===== config.mk =====
export PLATFORM = sky130hd
export DESIGN_NAME = alu_request_scheduler
export DESIGN_NICKNAME = d
export VERILOG_FILES = /design/src/rtl/alu_request_scheduler.sv
export SDC_FILE = /design/constraint.sdc
export NUM_CORES = 1
export LEC_CHECK = 0
export BUFFER_PORTS_ARGS = -buffer_cell sky130_fd_sc_hd__buf_2
export CAP_MARGIN = 20
export CELL_PAD_IN_SITES_DETAIL_PLACEMENT = 1
export CELL_PAD_IN_SITES_GLOBAL_PLACEMENT = 2
export CORE_UTILIZATION = 25
export CTS_CLUSTER_DIAMETER = 30
export CTS_CLUSTER_SIZE = 25
export DETAILED_ROUTE_END_ITERATION = 8
export MAX_ROUTING_LAYER = met4
export PLACE_DENSITY_LB_ADDON = 0.2
export REMOVE_ABC_BUFFERS = 1
export SYNTH_ARGS = -nofsm -noshare
export SYNTH_HDL_FRONTEND = slang
export SYNTH_SLANG_ARGS = --single-unit

===== constraint.sdc =====
create_clock -name clk -period 1.9 [get_ports clk]
set_input_delay 0 -clock clk [delete_from_list [all_inputs] [get_ports clk]]
set_output_delay 0 -clock clk [all_outputs]
set_load 0.05 [all_outputs]

===== src/rtl/alu_request_scheduler.sv =====
// Round-robin front end that shares one registered 16-bit ALU among NUM_REQ requesters,
// sequencing a single operation at a time and buffering the response behind valid/ready.
module alu_request_scheduler #(
  parameter int NUM_REQ = 4,
  parameter int ID_W    = 2,
  parameter int ALU_LAT = 1
) (
  input  logic                    clk,
  input  logic                    rst_n,
  input  logic [NUM_REQ-1:0]      req_valid,
  output logic [NUM_REQ-1:0]      req_ready,
  input  logic [3*NUM_REQ-1:0]    req_opcode,
  input  logic [16*NUM_REQ-1:0]   req_a,
  input  logic [16*NUM_REQ-1:0]   req_b,
  output logic [2:0]              alu_opcode,
  output logic [15:0]             alu_a,
  output logic [15:0]             alu_b,
  input  logic [15:0]             alu_result,
  input  logic                    alu_overflow,
  output logic                    resp_valid,
  input  logic                    resp_ready,
  output logic [ID_W-1:0]         resp_id,
  output logic [15:0]             resp_result,
  output logic                    resp_overflow,
  output logic                    resp_illegal,
  output logic                    busy,
  output logic [15:0]             op_count
);

  // Handshakes: a transfer happens on a rising clk edge where valid and ready are both high;
  // the valid side holds its payload stable until then and may withdraw valid freely.

  localparam int CNT_W = (ALU_LAT > 1) ? $clog2(ALU_LAT) : 1;

  typedef enum logic [1:0] {IDLE, EXEC, CAPT, RESP} state_t;

  state_t            state, state_n;
  logic [ID_W-1:0]   last, grant, hi_g, lo_g, cur_id;
  logic              hi_f, lo_f, any_req, exec_done;
  logic [2:0]        cur_op, sel_op;
  logic [15:0]       sel_a, sel_b;
  logic [CNT_W-1:0]  cnt;

  // Lowest valid index above last wins; otherwise wrap to the lowest valid index.
  always_comb begin
    hi_g = '0;
    lo_g = '0;
    hi_f = 1'b0;
    lo_f = 1'b0;
    for (int i = NUM_REQ - 1; i >= 0; i--) begin
      if (req_valid[i]) begin
        lo_g = ID_W'(i);
        lo_f = 1'b1;
        if (ID_W'(i) > last) begin
          hi_g = ID_W'(i);
          hi_f = 1'b1;
        end
      end
    end
    grant   = hi_f ? hi_g : lo_g;
    any_req = lo_f;
  end

  always_comb begin
    sel_op = '0;
    sel_a  = '0;
    sel_b  = '0;
    for (int i = 0; i < NUM_REQ; i++) begin
      if (grant == ID_W'(i)) begin
        sel_op = req_opcode[3*i +: 3];
        sel_a  = req_a[16*i +: 16];
        sel_b  = req_b[16*i +: 16];
      end
    end
  end

  always_comb begin
    req_ready = '0;
    for (int i = 0; i < NUM_REQ; i++) begin
      req_ready[i] = rst_n && (state == IDLE) && any_req && (grant == ID_W'(i));
    end
  end

  assign exec_done = (cnt == CNT_W'(ALU_LAT - 1));
  assign busy      = (state != IDLE);

  always_ff @(posedge clk or negedge rst_n) begin
    if (!rst_n) state <= IDLE;
    else        state <= state_n;
  end

  always_comb begin
    state_n = state;
    case (state)
      IDLE:    if (any_req) state_n = EXEC;
      EXEC:    if (exec_done) state_n = CAPT;
      CAPT:    state_n = RESP;
      RESP:    if (resp_ready) state_n = IDLE;
      default: state_n = IDLE;
    endcase
  end

  always_ff @(posedge clk or negedge rst_n) begin
    if (!rst_n) begin
      alu_opcode    <= '0;
      alu_a         <= '0;
      alu_b         <= '0;
      resp_valid    <= 1'b0;
      resp_id       <= '0;
      resp_result   <= '0;
      resp_overflow <= 1'b0;
      resp_illegal  <= 1'b0;
      op_count      <= '0;
      last          <= ID_W'(NUM_REQ - 1);
      cur_id        <= '0;
      cur_op        <= '0;
      cnt           <= '0;
    end else begin
      case (state)
        IDLE: begin
          if (any_req) begin
            alu_opcode <= sel_op;
            alu_a      <= sel_a;
            alu_b      <= sel_b;
            cur_id     <= grant;
            cur_op     <= sel_op;
            last       <= grant;
            cnt        <= '0;
          end
        end
        EXEC: cnt <= cnt + 1'b1;
        CAPT: begin
          // Overflow only means something for ADD/SUB; other opcodes mask it.
          resp_valid    <= 1'b1;
          resp_id       <= cur_id;
          resp_result   <= alu_result;
          resp_overflow <= alu_overflow & (cur_op[2:1] == 2'b00);
          resp_illegal  <= cur_op[2] & cur_op[1];
        end
        RESP: begin
          if (resp_ready) begin
            resp_valid <= 1'b0;
            op_count   <= op_count + 16'd1;
          end
        end
        default: ;
      endcase
    end
  end

endmodule


==> results.cfg <==
[clock_network]
numCtsBuffers = 9
clock_sink_count = 79
max-clock-path-buffers = 2
clk_transition_reported_paths_ns = 0.06
h_tree_depth_reported_by_cts = 3
worstSkewPairLatency_ns = 0.34
cts_tree = built
cts_root_buf = clkbuf_16

[hold_path]
hold_path_end = resp_valid
hold_path_depth = 3
hp-start = resp_ready
min-delay-path-class = input pin to flip-flop

[grt]
grt_start_max_net_pins = 80
grt_remaining_overflow = 0
grt_usage = 0.216
number_of_global_route_vias_before_repair = 5492
grt_pass1_wl_um = 29200
number_of_antenna_violations_at_the_first_check_in_global_routing = 2

[run_status]
status = finished, violations left
violations_in_the_final_reports = negative setup slack

[yosys]
ys.warnings.count = 0
syn_inst = 451
syn_area_per_cell_um2 = 9.87
synth_top_area_frac = 0.433
synth_top_flop_cell = dfrtp_1
synth-seq-cells = 79
post_synth_most_frequent_cells = nand2_1, dfrtp_1, o21ai_1
synthDominantAreaCellType = dfrtp_1
leading_cell_type_by_number_of_instances_after_synthesis = nand2_1
synth.lib_cells_used.distinct = 44
synthArstFlopShare = 1.00
synth_enable_flop_cells = 0
ys_seq_area_frac = 0.445
synthesis.area_um2 = 4450
synth.area.top_cells = dfrtp_1, a221oi_2, o21ai_1

[floorplan]
die_w_um = 135
core_region_area_um2 = 17400
design.portCount = 241
die-area_um2 = 18300
chipHeight_um = 135
rows = 48
start_util = 0.256

[placed_design]
placement.io_buffers = 240
globalplace.congestion = 0.825
place.detailed.instances = 908
detailed_place.area_um2 = 6030
place_hpwl_um = 12200

[critical_path]
setup_slack_of_the_worst_register_to_register_path_ns = 0
path_max_fanout = 8
regToRegStartpoint = last[1]
timing.critical_path.arrival_ns = 1.93
worstReg2RegEnd = alu_b[4]
worst_setup_path_start_kind = flip-flop
timing.reg2reg.worst_path_depth = 8
worst-endpoint-required_ns = 1.90
endpoint_kind = output pin
worst-setup-path-type = flip-flop to output pin

[routing]
drcViolationCount = 0
finalWirelength_um = 19500
dr_total_vias = 5114
drt-vias-per-instance = 4.77
drt_pre_antenna_iters = 4
antenna_left = 0
wire_per_inst_um = 18.1
number_of_design_rule_violations_left_by_the_first_detailed_router_iteration = 117

[timing]
final_setup_vio_count = 1
crit_path_setup_slack_layout_ns = -0.0316
worst_clock_skew_ns = 0.00568
finalHoldWorstSlack_ns = 0.0162
timing_hold_violations_final = 0
grt_setup_unrepaired = true
final_period_minus_worst_setup_slack_ns = 1.93
fmaxAchievable_ghz = 0.518
slew_violations = 0
fin_crit_sh = 1.02
worst-slew-pin-transition_ns = 0.587
max_slew_margin = 0.605

[pwr]
total_leakage_power_nw = 3.85
cellPowerDensity_nw_per_um2 = 1590
ir_worst_vdd_mv = 0.724

[layout]
final_util = 0.469
layout.cell_area.non_filler_um2 = 8140
non_filler_instance_count_after_layout = 1073
design.final.nets = 1011
final_layout_size_suffix_gt1_frac = 0.459
area.growth.synth_to_final_pct = 82.9

[job]
max_cap_viol_count = 0
metal layers:
metal	wire, µm	global-route usage	vias up
met1	8150	0.252	2478
met5	0	-	-
met2	9730	0.364	204
met3	1100	0.0430	30
li1	-	-	2402
met4	478	0.0836	0
sequential cells by signal, summed over array words and instances (netlist names):
| register | count |
|---|---|
| state | 2 |
| resp_result | 16 |
| resp_illegal | 1 |
| resp_overflow | 1 |
| resp_id | 2 |
| cnt | 1 |
| cur_op | 3 |
| last | 2 |
| resp_valid | 1 |
| alu_b | 16 |
| op_count | 16 |
| alu_a | 16 |
| cur_id | 2 |
report_power, final:
| part | internal, W | total, W | switching, W |
|---|---|---|---|
| Clock | 0.00126 | 0.00199 | 0.000729 |
| Sequential | 0.00241 | 0.00285 | 0.000438 |
| Combinational | 0.00300 | 0.00812 | 0.00512 |
cells by family (layout without fill, tap and decap cells):
logic type	after synthesis	after routing	share of synthesized area
muxes	21	21	0.0529
buffers and inverters	44	439	0.0540
adders and majority gates	6	6	0.0169
xor gates and xnor gates	17	17	0.0351
AOI/OAI and AO/OA	165	165	0.279
other	0	2	0
DFF	79	79	0.445
and+or+nand+nor	119	119	0.117
worst max-delay path by stage:
stage / start / to / slack [ns] / depth (start not counted)
CTS: last[0] / alu_b[15] / -0.008 / 8
detailed placement: last[1] / alu_a[14] / -0.04 / 6
floorplan: state[0] / req_ready[1] / -1.47 / 6
global route: last[0] / alu_b[4] / -0.10 / 8
finish: last[1] / req_ready[3] / -0.03 / 7
global placement: last[0] / req_ready[0] / -0.02 / 6
cell type report:
type / count / area [µm²]
Timing Repair Buffer: 413 / 3120
Antenna cell: 2 / 5.00
Inverter: 10 / 37.5
Multi-Input combinational cell: 328 / 2370
Sequential cell: 79 / 1980
Clock inverter: 4 / 76.3
Clock buffer: 12 / 267
Fill cell: 1988 / 9220
Tap cell: 225 / 282
stage by stage:
| step | setup TNS, ns | setup slack [ns] | total power, W |
|---|---|---|---|
| floorplan | -32.47 | -1.47 | 0.00749 |
| global placement | -0.0189 | -0.0161 | 0.00961 |
| detailed placement | -0.0388 | -0.0388 | 0.00977 |
| CTS | -0.0171 | -0.00795 | 0.0126 |
| global route | -1.95 | -0.104 | 0.0138 |
| finish | -0.0316 | -0.0316 | 0.0130 |
timing repair:
action / CTS / global route
hold endpoints to repair: 128 / 0
pin swaps: 6 / 13
endpoints found under the setup margin: 6 / 43
gates resized for setup: 30 / 48
setup buffers: 13 / 7
gates cloned: 3 / 5
hold buffers: 120 / 0
worst max-delay path, stage by stage (launching register included):
cell      delay, ns
dfstp_2        0.59
buf_6          0.14
xor2_4         0.18
o221ai_4       0.13
buf_4          0.17
buf_12         0.13
nor2_4         0.10
buf_8          0.15
cell usage in the layout (no fill, tap or decap), types with 3 or more instances in the layout:
cell and count:
buf_2 235, dlygate4sd3_1 120, o21ai_1 80, nand2_1 79, dfrtp_1 77, o21ai_0 32, a221oi_2 28, buf_4 26
mux2_2 20, clkbuf_16 13, buf_6 12, nor2_1 11, xnor2_1 10, buf_12 8, inv_1 7, xor2_1 6
buf_8 6, nand3_1 5, a221oi_1 5, ha_1 5, nand4_1 4, a21oi_1 4, inv_2 3, a221oi_4 3
nor2b_4 3, clkbuf_8 3
Power figures use the tool's default switching activity.
